File: src/rtl/clkdiv_pkg.sv
// Shared types and defaults for the clock divider array.
package clkdiv_pkg;

  // Output shaping of a channel: 50% square wave, or a one-cycle pulse per period.
  typedef enum logic {
    MODE_TOGGLE = 1'b0,
    MODE_PULSE  = 1'b1
  } mode_e;

  // Reset divisor: 50 MHz clkin down to a 1 kHz clkout in TOGGLE mode.
  localparam int unsigned CLKDIV_DEF_DIV = 25000;

  // Channel selector width; bounds the number of channels that can be addressed.
  localparam int unsigned CFG_CH_W     = 4;
  localparam int unsigned CLKDIV_MAX_CH = 16;

endpackage

File: src/rtl/clkdiv_chan.sv
// One divider channel: active and pending configuration, period counter,
// and registered clkout/tick outputs.
//
// Config handshake: cfg_we is a single-cycle strobe with no back-pressure.
// The strobe is always accepted. It is committed directly to the active
// configuration when this edge is an activation point: a clear, a frozen
// channel, or a period boundary. At a boundary the old settings finish that
// period and the new ones govern the next one. Otherwise the strobe is parked
// in the pending slot, and a later strobe overwrites it.
module clkdiv_chan
  import clkdiv_pkg::*;
#(
  parameter int unsigned CW      = 32,
  parameter int unsigned DEF_DIV = CLKDIV_DEF_DIV
) (
  input  logic          clkin,
  input  logic          rst,
  input  logic          clken,
  input  logic          ch_clr,
  input  logic          cfg_we,
  input  logic [CW-1:0] cfg_div,
  input  logic          cfg_mode,
  output logic          clkout,
  output logic          tick
);

  localparam logic [CW-1:0] RST_DIV = CW'(DEF_DIV);

  // Registered state
  logic [CW-1:0] r_act_div;
  mode_e         r_act_mode;
  logic [CW-1:0] r_pend_div;
  mode_e         r_pend_mode;
  logic          r_pend_vld;
  logic [CW-1:0] r_cnt;
  logic          r_clkout;
  logic          r_tick;

  // Next-state values
  logic [CW-1:0] w_act_div_nxt;
  mode_e         w_act_mode_nxt;
  logic [CW-1:0] w_pend_div_nxt;
  mode_e         w_pend_mode_nxt;
  logic          w_pend_vld_nxt;
  logic [CW-1:0] w_cnt_nxt;
  logic          w_clkout_nxt;
  logic          w_tick_nxt;

  // Decoded conditions
  mode_e         w_cfg_mode;
  logic [CW-1:0] w_last;
  logic          w_div_zero;
  logic          w_frozen;
  logic          w_boundary;
  logic          w_apply;

  // Classify this edge: frozen channel, period boundary, or activation point.
  always_comb begin
    w_cfg_mode = mode_e'(cfg_mode);
    w_div_zero = (r_act_div == '0);
    w_last     = r_act_div - CW'(1);
    w_frozen   = !clken || w_div_zero;
    // A count already beyond the last position (left over from a smaller
    // divisor loaded while the channel was paused) closes the period at once
    // rather than running the counter around its full range.
    w_boundary = !ch_clr && clken && !w_div_zero && (r_cnt >= w_last);
    w_apply    = ch_clr || w_frozen || w_boundary;
  end

  // Counter and output shaping; the boundary uses the configuration in force now.
  always_comb begin
    w_cnt_nxt    = r_cnt;
    w_clkout_nxt = r_clkout;
    w_tick_nxt   = 1'b0;
    if (ch_clr || w_div_zero) begin
      w_cnt_nxt    = '0;
      w_clkout_nxt = 1'b0;
    end else if (!clken) begin
      w_cnt_nxt    = r_cnt;
      w_clkout_nxt = r_clkout;
    end else if (w_boundary) begin
      w_cnt_nxt    = '0;
      w_tick_nxt   = 1'b1;
      w_clkout_nxt = (r_act_mode == MODE_TOGGLE) ? ~r_clkout : 1'b1;
    end else begin
      w_cnt_nxt    = r_cnt + CW'(1);
      w_clkout_nxt = (r_act_mode == MODE_TOGGLE) ? r_clkout : 1'b0;
    end
  end

  // Config pipeline: a fresh write wins over an older pending one.
  always_comb begin
    w_act_div_nxt   = r_act_div;
    w_act_mode_nxt  = r_act_mode;
    w_pend_div_nxt  = r_pend_div;
    w_pend_mode_nxt = r_pend_mode;
    w_pend_vld_nxt  = r_pend_vld;
    if (w_apply) begin
      if (cfg_we) begin
        w_act_div_nxt  = cfg_div;
        w_act_mode_nxt = w_cfg_mode;
      end else if (r_pend_vld) begin
        w_act_div_nxt  = r_pend_div;
        w_act_mode_nxt = r_pend_mode;
      end
      w_pend_vld_nxt = 1'b0;
    end else if (cfg_we) begin
      w_pend_div_nxt  = cfg_div;
      w_pend_mode_nxt = w_cfg_mode;
      w_pend_vld_nxt  = 1'b1;
    end
  end

  // State registers with synchronous active-low reset.
  always_ff @(posedge clkin) begin
    if (!rst) begin
      r_act_div   <= RST_DIV;
      r_act_mode  <= MODE_TOGGLE;
      r_pend_div  <= RST_DIV;
      r_pend_mode <= MODE_TOGGLE;
      r_pend_vld  <= 1'b0;
      r_cnt       <= '0;
      r_clkout    <= 1'b0;
      r_tick      <= 1'b0;
    end else begin
      r_act_div   <= w_act_div_nxt;
      r_act_mode  <= w_act_mode_nxt;
      r_pend_div  <= w_pend_div_nxt;
      r_pend_mode <= w_pend_mode_nxt;
      r_pend_vld  <= w_pend_vld_nxt;
      r_cnt       <= w_cnt_nxt;
      r_clkout    <= w_clkout_nxt;
      r_tick      <= w_tick_nxt;
    end
  end

  assign clkout = r_clkout;
  assign tick   = r_tick;

endmodule

File: src/rtl/clkdiv_array.sv
// Array of NCH independent clock dividers sharing one config write port.
module clkdiv_array
  import clkdiv_pkg::*;
#(
  parameter int unsigned NCH     = 4,
  parameter int unsigned CW      = 32,
  parameter int unsigned DEF_DIV = CLKDIV_DEF_DIV
) (
  input  logic                clkin,
  input  logic                rst,
  input  logic [NCH-1:0]      clken,
  input  logic [NCH-1:0]      ch_clr,
  input  logic                cfg_we,
  input  logic [CFG_CH_W-1:0] cfg_ch,
  input  logic [CW-1:0]       cfg_div,
  input  logic                cfg_mode,
  output logic [NCH-1:0]      clkout,
  output logic [NCH-1:0]      tick
);

  // Per-channel write strobes; a selector at or above NCH matches no channel.
  logic [NCH-1:0] w_we;

  for (genvar gi = 0; gi < NCH; gi++) begin : g_ch
    assign w_we[gi] = cfg_we && (cfg_ch == CFG_CH_W'(gi));

    clkdiv_chan #(
      .CW      (CW),
      .DEF_DIV (DEF_DIV)
    ) u_chan (
      .clkin    (clkin),
      .rst      (rst),
      .clken    (clken[gi]),
      .ch_clr   (ch_clr[gi]),
      .cfg_we   (w_we[gi]),
      .cfg_div  (cfg_div),
      .cfg_mode (cfg_mode),
      .clkout   (clkout[gi]),
      .tick     (tick[gi])
    );
  end

endmodule

File: config.mk
export PLATFORM = sky130hd
export DESIGN_NAME = clkdiv_array
export DESIGN_NICKNAME = d
export VERILOG_FILES = /design/src/rtl/clkdiv_pkg.sv /design/src/rtl/clkdiv_chan.sv /design/src/rtl/clkdiv_array.sv
export SDC_FILE = /design/constraint.sdc
export NUM_CORES = 1
export LEC_CHECK = 0
export CORE_MARGIN = 4
export CORE_UTILIZATION = 50
export CTS_CLUSTER_SIZE = 14
export DETAILED_ROUTE_END_ITERATION = 8
export PLACE_DENSITY_LB_ADDON = 0.1
export SLEW_MARGIN = 20
export SYNTH_ARGS = -nofsm -noshare
export SYNTH_HDL_FRONTEND = slang
export SYNTH_HIERARCHICAL = 1
export SYNTH_SLANG_ARGS = --single-unit
File: constraint.sdc
create_clock -name clkin -period 13.9 [get_ports clkin]
set_clock_uncertainty 0.2 [all_clocks]
set_input_delay 1.39 -clock clkin [delete_from_list [all_inputs] [get_ports clkin]]
set_output_delay 1.39 -clock clkin [all_outputs]
set_load 0.01 [all_outputs]
# Word level (Yosys, flattened, before mapping)

Index checks and enable logic that the tools add are counted.

Register bits after elaboration: 404
Bits in latches: 0
Memory bits (writable): 0
Bits in read-only memories: 0
Bits of input ports: 48
Output and inout bits: 8
Word-level logic and storage cells: 177
Memories kept: 0

Add/sub/neg operators: 8
Multipliers: 0
Div/mod/pow operators: 0
Order comparisons: 4
Eq/ne operators: 3
Shift operators: 0
Mux-type cells: 36
Bitwise operators: 13
Reduce and logical (&&, ||, !) cells: 81

Operator list:

| operator                | count |
|---|---|
| $mux W32                | 12 |
| $add A32 B1 Y32 const B | 4 |
| $ge A32 B32 Y1          | 4 |
| $logic_not A32 Y1       | 4 |
| $sub A32 B1 Y32 const B | 4 |
| $mux W1                 | 24 |
| $reduce_and A2 Y1       | 12 |
| $logic_and A1 B1 Y1     | 16 |
| $logic_or A1 B1 Y1      | 16 |
| $reduce_bool A2 Y1      | 8 |
| $reduce_or A2 Y1        | 8 |
| $not A1 Y1              | 13 |
| $logic_not A1 Y1        | 12 |
| $reduce_or A3 Y1        | 4 |
| $eq A4 B2 Y1 const B    | 2 |
| $eq A4 B1 Y1 const B    | 1 |
| $logic_not A4 Y1        | 1 |

# Depth between registers and ports, before layout

Gate-level depths: netlist of run 1.

Word-level depth: 7
Depth in mapped cells: 18
Mapped depth without buffers: 15

# By module

Netlist of run 1, hierarchy kept.

Modules (own cells, without submodules):

| module                           | instances | cells an instance | area each (sq um) | seq. area each (sq um) |
|---|---|---|---|---|
| clkdiv_chan (g_ch[1].u_chan ...) | 3         | 668               | 5679.2            | 2021.9 |
| clkdiv_chan (g_ch[0].u_chan)     | 1         | 663               | 5820.6            | 2021.9 |
| clkdiv_array                     | 1         | 5                 | 65.1              | 0.0 |

# Worst setup path before layout of run 1

Ideal clock, no wire load.

Path kind: register -> register
Start point: register g_ch[1].u_chan.r_act_div[5]
End point: register g_ch[1].u_chan.r_act_div[13]
Library setup time: 0.123 ns
Arrival: 4.585 ns
Required time: 13.577 ns
Setup slack: 8.991 ns
Stages on the path, launching flop included: 19
Buffers on the path: 3
Period minus slack after synthesis: 4.909 ns
Path through: dfxtp_1 > or4_1 > buf_2 > or4_4 > nor3_4 > nand2_2 > or4_4 > nor3_2 > xnor2_1 > ha_1 > nand4_1 > nor2_1 > a221o_1 > a211oi_1 > o21a_1 > clkbuf_1 > o2bb2ai_2 > buf_6 > mux2_1

Cells in the longest elaborated chain, start to end: 6
Elaborated cells between the ends (all ways): 10
Classes of those cells: add/sub (1); order compare (1); reduce/logical (8)

RTL lines:

| item                                                                    | RTL line           | source |
|---|---|---|
| start: declaration                                                      | clkdiv_chan.sv:30  | `logic [CW-1:0] r_act_div;` |
| start signal: assignment                                                | clkdiv_chan.sv:126 | `r_act_div <= w_act_div_nxt;` |
| parallel branches: the longest is 4 deep, another holds $sub A32 B1 Y32 | -                  |  |
| $logic_or A1 B1 Y1 (*)                                                  | clkdiv_chan.sv:67  | `w_apply = ch_clr \|\| w_frozen \|\| w_boundary;` |
| $reduce_and A2 Y1 (no line) (*)                                         | -                  |  |

Mark *: on every way between the ends.
A chain may end at the register's enable or synchronous reset.

# Final worst setup path of run 1

Start point: register g_ch[3].u_chan.r_act_div[5]
End point: register g_ch[3].u_chan.r_act_div[7]

Cells in the longest elaborated chain, start to end: 6
Elaborated cells between the ends (all ways): 10
Classes of those cells: add/sub (1); order compare (1); reduce/logical (8)

RTL lines:

| item                                                                    | RTL line |
|---|---|
| start: declaration                                                      | clkdiv_chan.sv:30 |
| start signal: assignment                                                | clkdiv_chan.sv:126 |
| parallel branches: the longest is 4 deep, another holds $sub A32 B1 Y32 | - |
| $logic_or A1 B1 Y1 (*)                                                  | clkdiv_chan.sv:67 |
| $reduce_and A2 Y1 (no line) (*)                                         | - |

Marked as above.

==> metrics.csv, run 1 <==
stage;metric;value;unit
detailed_routing;via density per instance;5.48;
synthesis;Synth cell types;67;
synthesis;post-synthesis register bit count;404;
placement;placed instance count;3195;
timing;Final Max Slew Viols;0;
layout;ANT cells;0;
layout;fin area;0.0254;mm²
grt;pin count of the biggest net entering global routing;127;
clock_network;clk_lat worst skew;0.57;ns
power_and_ir_drop;Power Density;98.8;mW/mm²
synthesis;Synth Instances;2672;
timing;Fin. Hold Viols;0;
floorplan;die area;0.0493;mm²
clock_network;CTS resizes;0;
floorplan;Starting Density;0.505;
synthesis;Mapped Area;0.0229;mm²
floorplan;Die X;222;µm
grt;Overflow after GRT;0;
synthesis;EDFF count, synth;0;
timing;Final setup viols;0;
grt;initial antenna violation count;0;
detailed_routing;Wirelength per Cell;16.3;µm
layout;layout net count;2830;
synthesis;fraction of registers with async set/reset;0;
grt;first-pass GRT wire length;88.3;mm
synthesis;Top FF cell, synth;dfxtp_1;
power_and_ir_drop;Net Sw Frac;0.224;
clock_network;Reg clk slew, reported paths;0.06;ns
layout;area delta synth->final;10.8;%
timing;Rel. slew slack;0.379;
detailed_routing;drt total wl;53.5;mm
setup_path;Max FO, Critical Path;33;
setup_path;CP required;14.15;ns
synthesis;syn nets;2856;
grt;vias in the first global route;17400;
timing;worst-margin pin slew;0.932;ns
clock_network;CTS root buffer;clkbuf_16;
run_status;status;finished clean;
setup_path;CP Launch Type;flip-flop;
layout;Final Non-Filler Cells;3284;
grt;Total GRT Usage;0.213;
synthesis;Ys Warns;6;
power_and_ir_drop;maximum VDD drop;0.0724;mV
power_and_ir_drop;Comb pwr share;0.041;
timing;min Tclk post-route;5.54;ns
clock_network;CTS H-tree depth;2;
layout;share of layout cells above drive strength 1;0.101;
setup_path;kind of critical path;flip-flop to flip-flop;
detailed_routing;via count;18000;
power_and_ir_drop;Flop pwr share;0.463;
power_and_ir_drop;switching pwr;563;µW
setup_path;critical path data arrival time;5.79;ns
layout;final core occ;0.560;
synthesis;average size of a mapped cell;8.58;µm²
detailed_routing;# DRC;0;
setup_path;CP endpoint kind;flip-flop;
flow_run;Max-cap violations;0;
clock_network;Post-CTS Hold Buffers;0;
clock_network;clock sinks;404;
detailed_routing;First-pass DRT Iterations;5;
detailed_routing;number of routed nets with antenna violations;0;
power_and_ir_drop;Leakage;0.00985;µW
power_and_ir_drop;Clock Power Share;0.496;
synthesis;sequential fraction of the synthesis area;0.353;
placement;area post-placement;0.0238;mm²
timing;period utilization;0.399;
floorplan;Core Footprint;0.0454;mm²
clock_network;CTS tree;done;
power_and_ir_drop;P_int;1950;µW
clock_network;CTS Buf Count;46;
placement;port bufs;55;
timing;fmax;180;MHz
layout;Filler cells;4212;
detailed_routing;DR iter-0 viols;1014;
floorplan;Boundary Pins;56;
placement;final RePlAce weighted congestion;0.844;
clock_network;setup bufs post-CTS;0;
clock_network;clock buffer depth;3;
floorplan;Die Ht;222;µm
timing;final setup TNS;0;ns
timing;RSZ-0062 raised after global routing;no;
min_path;Hold Path Class;flip-flop to flip-flop;
placement;detailed placement HPWL;36.9;mm
floorplan;# rows;78;
-- cells by family (layout without fill, tap and decap cells) --
kind of cell / Yosys count / count (layout) / share of synthesized area
simple gates: 1169 / 1169 / 0.244
flops: 404 / 404 / 0.353
mux: 297 / 297 / 0.137
compound gates: 240 / 240 / 0.0650
xor+xnor: 240 / 240 / 0.0917
buf+inv: 186 / 198 / 0.0358
fa+ha+maj: 136 / 136 / 0.0742
-- cell usage in the layout (no fill, tap or decap), types with 9 or more instances in the layout --
| cell | instances |
|---|---|
| or4_1 | 15 |
| a211oi_1 | 12 |
| dfxtp_1 | 404 |
| clkbuf_16 | 49 |
| nor3_2 | 9 |
| nand2_1 | 496 |
| mux2i_1 | 165 |
| xnor2_1 | 141 |
| clkdlybuf4s50_1 | 54 |
| buf_4 | 12 |
| o211ai_1 | 10 |
| mux2_1 | 12 |
| and3_1 | 33 |
| nand3_1 | 134 |
| or3_1 | 24 |
| nor4_1 | 18 |
| a21oi_1 | 54 |
| clkbuf_8 | 10 |
| nor2_1 | 227 |
| clkinv_2 | 11 |
| nor3_1 | 48 |
| inv_1 | 40 |
| ha_1 | 136 |
| nand4_1 | 47 |
| clkbuf_1 | 11 |
| nor2b_1 | 14 |
| nand2b_1 | 35 |
| o21ai_0 | 61 |
| a31oi_1 | 22 |
| o21ai_1 | 39 |
| nor3b_1 | 21 |
| xor2_1 | 99 |
| mux2_2 | 120 |
-- synth_stat cells, types with 4 or more instances --
cell	number	area (µm²)
a31oi_1	22	138
nor3_2	9	90.1
nor3_4	4	65.1
dfxtp_1	404	8090
clkbuf_1	81	304
nand2b_1	35	219
buf_6	9	101
and4_1	6	52.6
or4_1	15	113
mux2_1	12	135
nor3b_1	21	158
nand2_1	496	1860
ha_1	136	1700
o2111a_1	6	67.6
or3_1	24	150
mux2_2	120	1350
a211oi_1	12	90.1
buf_2	34	170
nand2_2	4	25.0
buf_1	19	71.3
xor2_1	99	867
nor2_1	227	852
nand3_1	134	671
mux2i_1	165	1650
a21o_1	8	60.1
inv_1	40	150
and3_1	33	206
nor3_1	48	240
nor4_1	18	113
xnor2_1	141	1230
a21oi_1	54	270
nand4_1	47	294
o21ai_1	39	195
o21ai_0	61	305
or4_4	8	90.1
nor2b_1	14	87.6
o211ai_1	10	75.1
-- stage by stage --
stage	hold slack, ns	total power [µW]	setup slack [ns]
after floorplan	0.226	1250	8.99
after global placement	0.233	1290	8.48
after detailed placement	0.237	1290	8.35
after CTS	0.247	2540	8.33
after global routing	0.263	2600	8.07
final	0.245	2510	8.36
-- sequential cells by signal, summed over array words and instances (netlist names) --
signal / cells
g_ch.u_chan/r_pend_div: 128
g_ch.u_chan/r_cnt: 128
g_ch.u_chan/r_pend_vld: 4
g_ch.u_chan/r_act_div: 128
g_ch.u_chan/clkout: 4
g_ch.u_chan/r_pend_mode: 4
g_ch.u_chan/tick: 4
g_ch.u_chan/r_act_mode: 4
-- critical path, cell delays in order, from the launching register on --
cell and delay [ns]:
dfxtp_1 0.35, or4_1 0.65, or4_4 0.48, nor3_4 0.26, nand2_2 0.12, or4_4 0.49, nor3_2 0.19, xnor2_1 0.13
ha_1 0.26, nand4_1 0.16, nor2_1 0.07, a221o_1 0.34, a211oi_1 0.27, o21a_1 0.42, o2bb2ai_4 0.14, buf_4 0.48
mux2_2 0.40
-- worst paths after layout --
| path | start | to | slack (ns) | cells past startpoint |
|---|---|---|---|---|
| worst max register to register | g_ch[3].u_chan/r_act_div[5] | g_ch[3].u_chan/r_act_div[7] | 8.36 | 16 |
| worst max-delay path | g_ch[3].u_chan/r_act_div[5] | g_ch[3].u_chan/r_act_div[7] | 8.36 | 16 |
| worst min register to register | g_ch[1].u_chan/r_pend_div[29] | g_ch[1].u_chan/r_pend_div[29] | 0.24 | 2 |
| worst min-delay path | g_ch[1].u_chan/r_pend_div[29] | g_ch[1].u_chan/r_pend_div[29] | 0.24 | 2 |
-- power by group through the flow --
stage | Combinational [µW] | Clock, µW | Sequential (µW)
4_1_cts | 102 | 1280 | 1160
3_5_place_dp | 102 | 0 | 1190
5_1_grt | 111 | 1330 | 1160
2_1_floorplan | 57.6 | 0 | 1190
3_3_place_gp | 100 | 0 | 1190
6_report | 102 | 1240 | 1160
-- routing by layer --
layer | wire [µm] | global-route usage | share of wire | up-vias
met5 | 0 | 0 | 0 | -
met4 | 1130 | 0.0576 | 0.021 | 0
met3 | 2170 | 0.0274 | 0.041 | 67
met2 | 26000 | 0.372 | 0.49 | 253
met1 | 24200 | 0.278 | 0.45 | 8510
li1 | - | - | - | 9155
-- final cells by class --
| class | instances | area, µm² | area share |
|---|---|---|---|
| multi-input combinational | 2082 | 14100 | 0.555 |
| sequential | 404 | 8090 | 0.318 |
| clock buffer | 70 | 1410 | 0.0553 |
| timing repair buffer | 72 | 752 | 0.0296 |
| tap | 600 | 751 | 0.0296 |
| clock inverter | 16 | 161 | 0.00635 |
| inverter | 40 | 150 | 0.00591 |
Note: power is estimated with default switching activity, not from simulation.
==> run 2: changes to the inputs <==
==> constraint.sdc (replaced) <==
create_clock -name clkin -period 4.45 [get_ports clkin]
set_clock_uncertainty 0.2 [all_clocks]
set_input_delay 0.445 -clock clkin [delete_from_list [all_inputs] [get_ports clkin]]
set_output_delay 0.445 -clock clkin [all_outputs]
set_load 0.01 [all_outputs]
==> run 2 against run 1 <==
  * Highest routed layer unchanged
  * The flow now finishes with violations (negative setup slack)
  * Maximum frequency grew 19%
  * Cell area grew 13%
  * Clock-buffer cell count decreased by 6
  * Via count grew 7.4%
  * Register-to-register slack worse by 8.5 ns
  * Largest cell class unchanged
==> metrics.csv, run 2 (synthesized netlist as in run 1, its figures left out) <==
stage;metric;value;unit;change
run_status;status;finished, violations left;;
run_status;failing checks;negative setup slack;;
floorplan;Core Footprint;0.0454;mm²;unchanged
layout;area delta synth->final;25.6;%;
layout;fin area;0.0288;mm²;+13%
clock_network;CTS Buf Count;45;;-2.2%
floorplan;Starting Density;0.505;;unchanged
detailed_routing;via density per instance;5.60;;+2.2%
layout;most frequent cells in the layout;493 x nand2_1, 399 x dfxtp_1, 164 x mux2i_1;;
clock_network;clk_lat worst skew;0.58;ns;about the same
placement;port bufs;55;;unchanged
clock_network;CTS root buffer;clkbuf_16;;
floorplan;Die X;222;µm;unchanged
grt;Overflow after GRT;0;;unchanged
layout;Filler cells;3806;;-9.6%
detailed_routing;drt total wl;61.0;mm;+14%
detailed_routing;DR iter-0 viols;1068;;+5.3%
clock_network;clock sinks;404;;unchanged
timing;period utilization;1.04;;+0.644
timing;RSZ-0062 raised after global routing;yes;;
placement;final RePlAce weighted congestion;0.845;;+0.14%
grt;initial antenna violation count;0;;unchanged
setup_path;crit path to;g_ch[1].u_chan/r_act_div[14];;
placement;area post-placement;0.0246;mm²;+3.4%
detailed_routing;# DRC;0;;unchanged
layout;layout net count;3005;;+6.2%
setup_path;critical path data arrival time;4.90;ns;-0.89 ns
layout;FF+latch area;0.00809;mm²;about the same
timing;Fin. Hold Viols;0;;unchanged
power_and_ir_drop;Power Density;271;mW/mm²;+170%
grt;vias in the first global route;18100;;+4.0%
floorplan;die area;0.0493;mm²;unchanged
setup_path;kind of critical path;flip-flop to flip-flop;;
clock_network;CTS H-tree depth;2;;unchanged
detailed_routing;number of routed nets with antenna violations;0;;unchanged
setup_path;reg2reg end;g_ch[1].u_chan/r_act_div[14];;
detailed_routing;Wirelength per Cell;17.7;µm;+8.4%
timing;fin worst setup slack;-0.189;ns;-8.55 ns
clock_network;clock buffer depth;3;;unchanged
grt;pin count of the biggest net entering global routing;125;;-1.6%
setup_path;r2r setup slk;-0.19;ns;-8.55 ns
floorplan;# rows;78;;unchanged
power_and_ir_drop;Leakage;0.0112;µW;+14%
timing;Final setup viols;239;;+239
clock_network;CTS tree;done;;
timing;Rel. slew slack;0.373;;-0.00614
setup_path;Setup crit start;g_ch[1].u_chan/r_act_div[5];;
detailed_routing;via count;19300;;+7.4%
power_and_ir_drop;maximum VDD drop;0.283;mV;+290%
grt;first-pass GRT wire length;90.8;mm;+2.9%
clock_network;Reg clk slew, reported paths;0.06;ns;about the same
power_and_ir_drop;Power Total;7800;µW;+210%
setup_path;FF-to-FF path depth;16;;unchanged
setup_path;Reg-to-Reg Start;g_ch[1].u_chan/r_act_div[5];;
layout;share of layout cells above drive strength 1;0.219;;+0.118
floorplan;Die Ht;222;µm;unchanged
timing;Final Max Slew Viols;0;;unchanged
clock_network;Post-CTS Hold Buffers;0;;unchanged
setup_path;CP endpoint kind;flip-flop;;
timing;min Tclk post-route;4.64;ns;-0.901 ns
timing;worst-margin pin slew;0.941;ns;+0.00921 ns
detailed_routing;First-pass DRT Iterations;6;;+1
setup_path;CP required;4.72;ns;-9.43 ns
placement;detailed placement HPWL;39.0;mm;+5.6%
layout;area of the multi-input gates;0.0154;mm²;+9.2%
timing;fmax;216;MHz;+19%
setup_path;Max FO, Critical Path;5;;-85%
flow_run;Max-cap violations;0;;unchanged
min_path;Hold Path Class;input port to flip-flop;;
timing;Hold Slack;0.203;ns;-0.0414 ns
floorplan;Boundary Pins;56;;unchanged
layout;ANT cells;0;;unchanged
grt;Total GRT Usage;0.220;;+0.00698
layout;commonest non-fill, non-tap cell in the layout;nand2_1;;
layout;biggest regs;g_ch.u_chan/r_act_div: 128 flops, g_ch.u_chan/r_cnt: 128 flops, g_ch.u_chan/r_pend_div: 128 flops;;
setup_path;CP Launch Type;flip-flop;;
## run 2: cell types whose count changed in the layout (fill, tap and decap cells not counted), moves of 27 or more
cell	before	now
nand3_1	134	107
nor2_1	227	146
buf_4	12	95
o21ai_0	61	26
nor2_4	1	79
buf_6	1	33
## run 2: where the power goes
part	internal [µW]	total [µW]	switching (µW)
registers	3620	3630	6.19
logic	156	427	271
clock network	2210	3740	1530
## run 2: metrics by stage
stage | setup slack, ns | setup TNS [ns] | cells | util
after floorplan | -0.209 | -10.88 | 2672 | -
after global placement | -0.0837 | -3.75 | 3281 | 0.541
after detailed placement | -0.182 | -16.11 | 3281 | 0.541
after CTS | -0.108 | -4.94 | 3382 | 0.584
after global routing | -0.363 | -77.64 | 3450 | 0.635
final | -0.189 | -17.65 | 3450 | 0.635
## run 2: repair_timing
action / CTS / global route
cloned: 5 / 39
pin swaps: 3 / 162
setup buffers: 20 / 31
gates resized for setup: 51 / 335
setup endpoints to repair: 230 / 400
## run 2: routing by layer
metal | routed length, µm | vias to the layer above | share of wire | GRT usage
met5 | 0 | - | 0 | 0
met4 | 1340 | 0 | 0.022 | 0.0546
met3 | 2740 | 89 | 0.045 | 0.0369
met2 | 29700 | 346 | 0.49 | 0.385
met1 | 27100 | 9335 | 0.45 | 0.283
li1 | - | 9538 | - | -
## run 2: worst min path at each step
stage                             startpoint                             to  slack [ns]  cells after the start
6_report                                 rst          g_ch[0].u_chan/clkout        0.20                      3
5_1_grt                                  rst          g_ch[0].u_chan/clkout        0.25                      3
4_1_cts                                  rst    g_ch[0].u_chan/r_act_div[6]        0.20                      3
3_5_place_dp   g_ch[2].u_chan/r_pend_div[16]  g_ch[2].u_chan/r_pend_div[16]        0.24                      2
3_3_place_gp   g_ch[1].u_chan/r_pend_div[16]  g_ch[1].u_chan/r_pend_div[16]        0.23                      2
2_1_floorplan   g_ch[1].u_chan/r_pend_div[0]   g_ch[1].u_chan/r_pend_div[0]        0.23                      2
## run 2: layout make-up
cell class / instances / share of cell area
Clock buffer: 64 / 0.0455
Multi-Input combinational cell: 2085 / 0.534
Timing Repair Buffer: 245 / 0.103
Sequential cell: 404 / 0.281
Tap cell: 600 / 0.0261
Inverter: 40 / 0.00521
Clock inverter: 12 / 0.00504
## run 2: worst max-delay path: stages, from the launching register on
cell	delay [ns]
dfxtp_2	0.31
or4_4	0.52
or4_4	0.45
nor3_4	0.19
nand2_2	0.09
or4_4	0.49
nor3_4	0.21
xnor2_1	0.14
ha_1	0.27
nand4_1	0.14
nor2_1	0.07
a221o_1	0.35
a211oi_2	0.23
o21a_4	0.22
o2bb2ai_4	0.18
buf_4	0.17
mux2_4	0.28
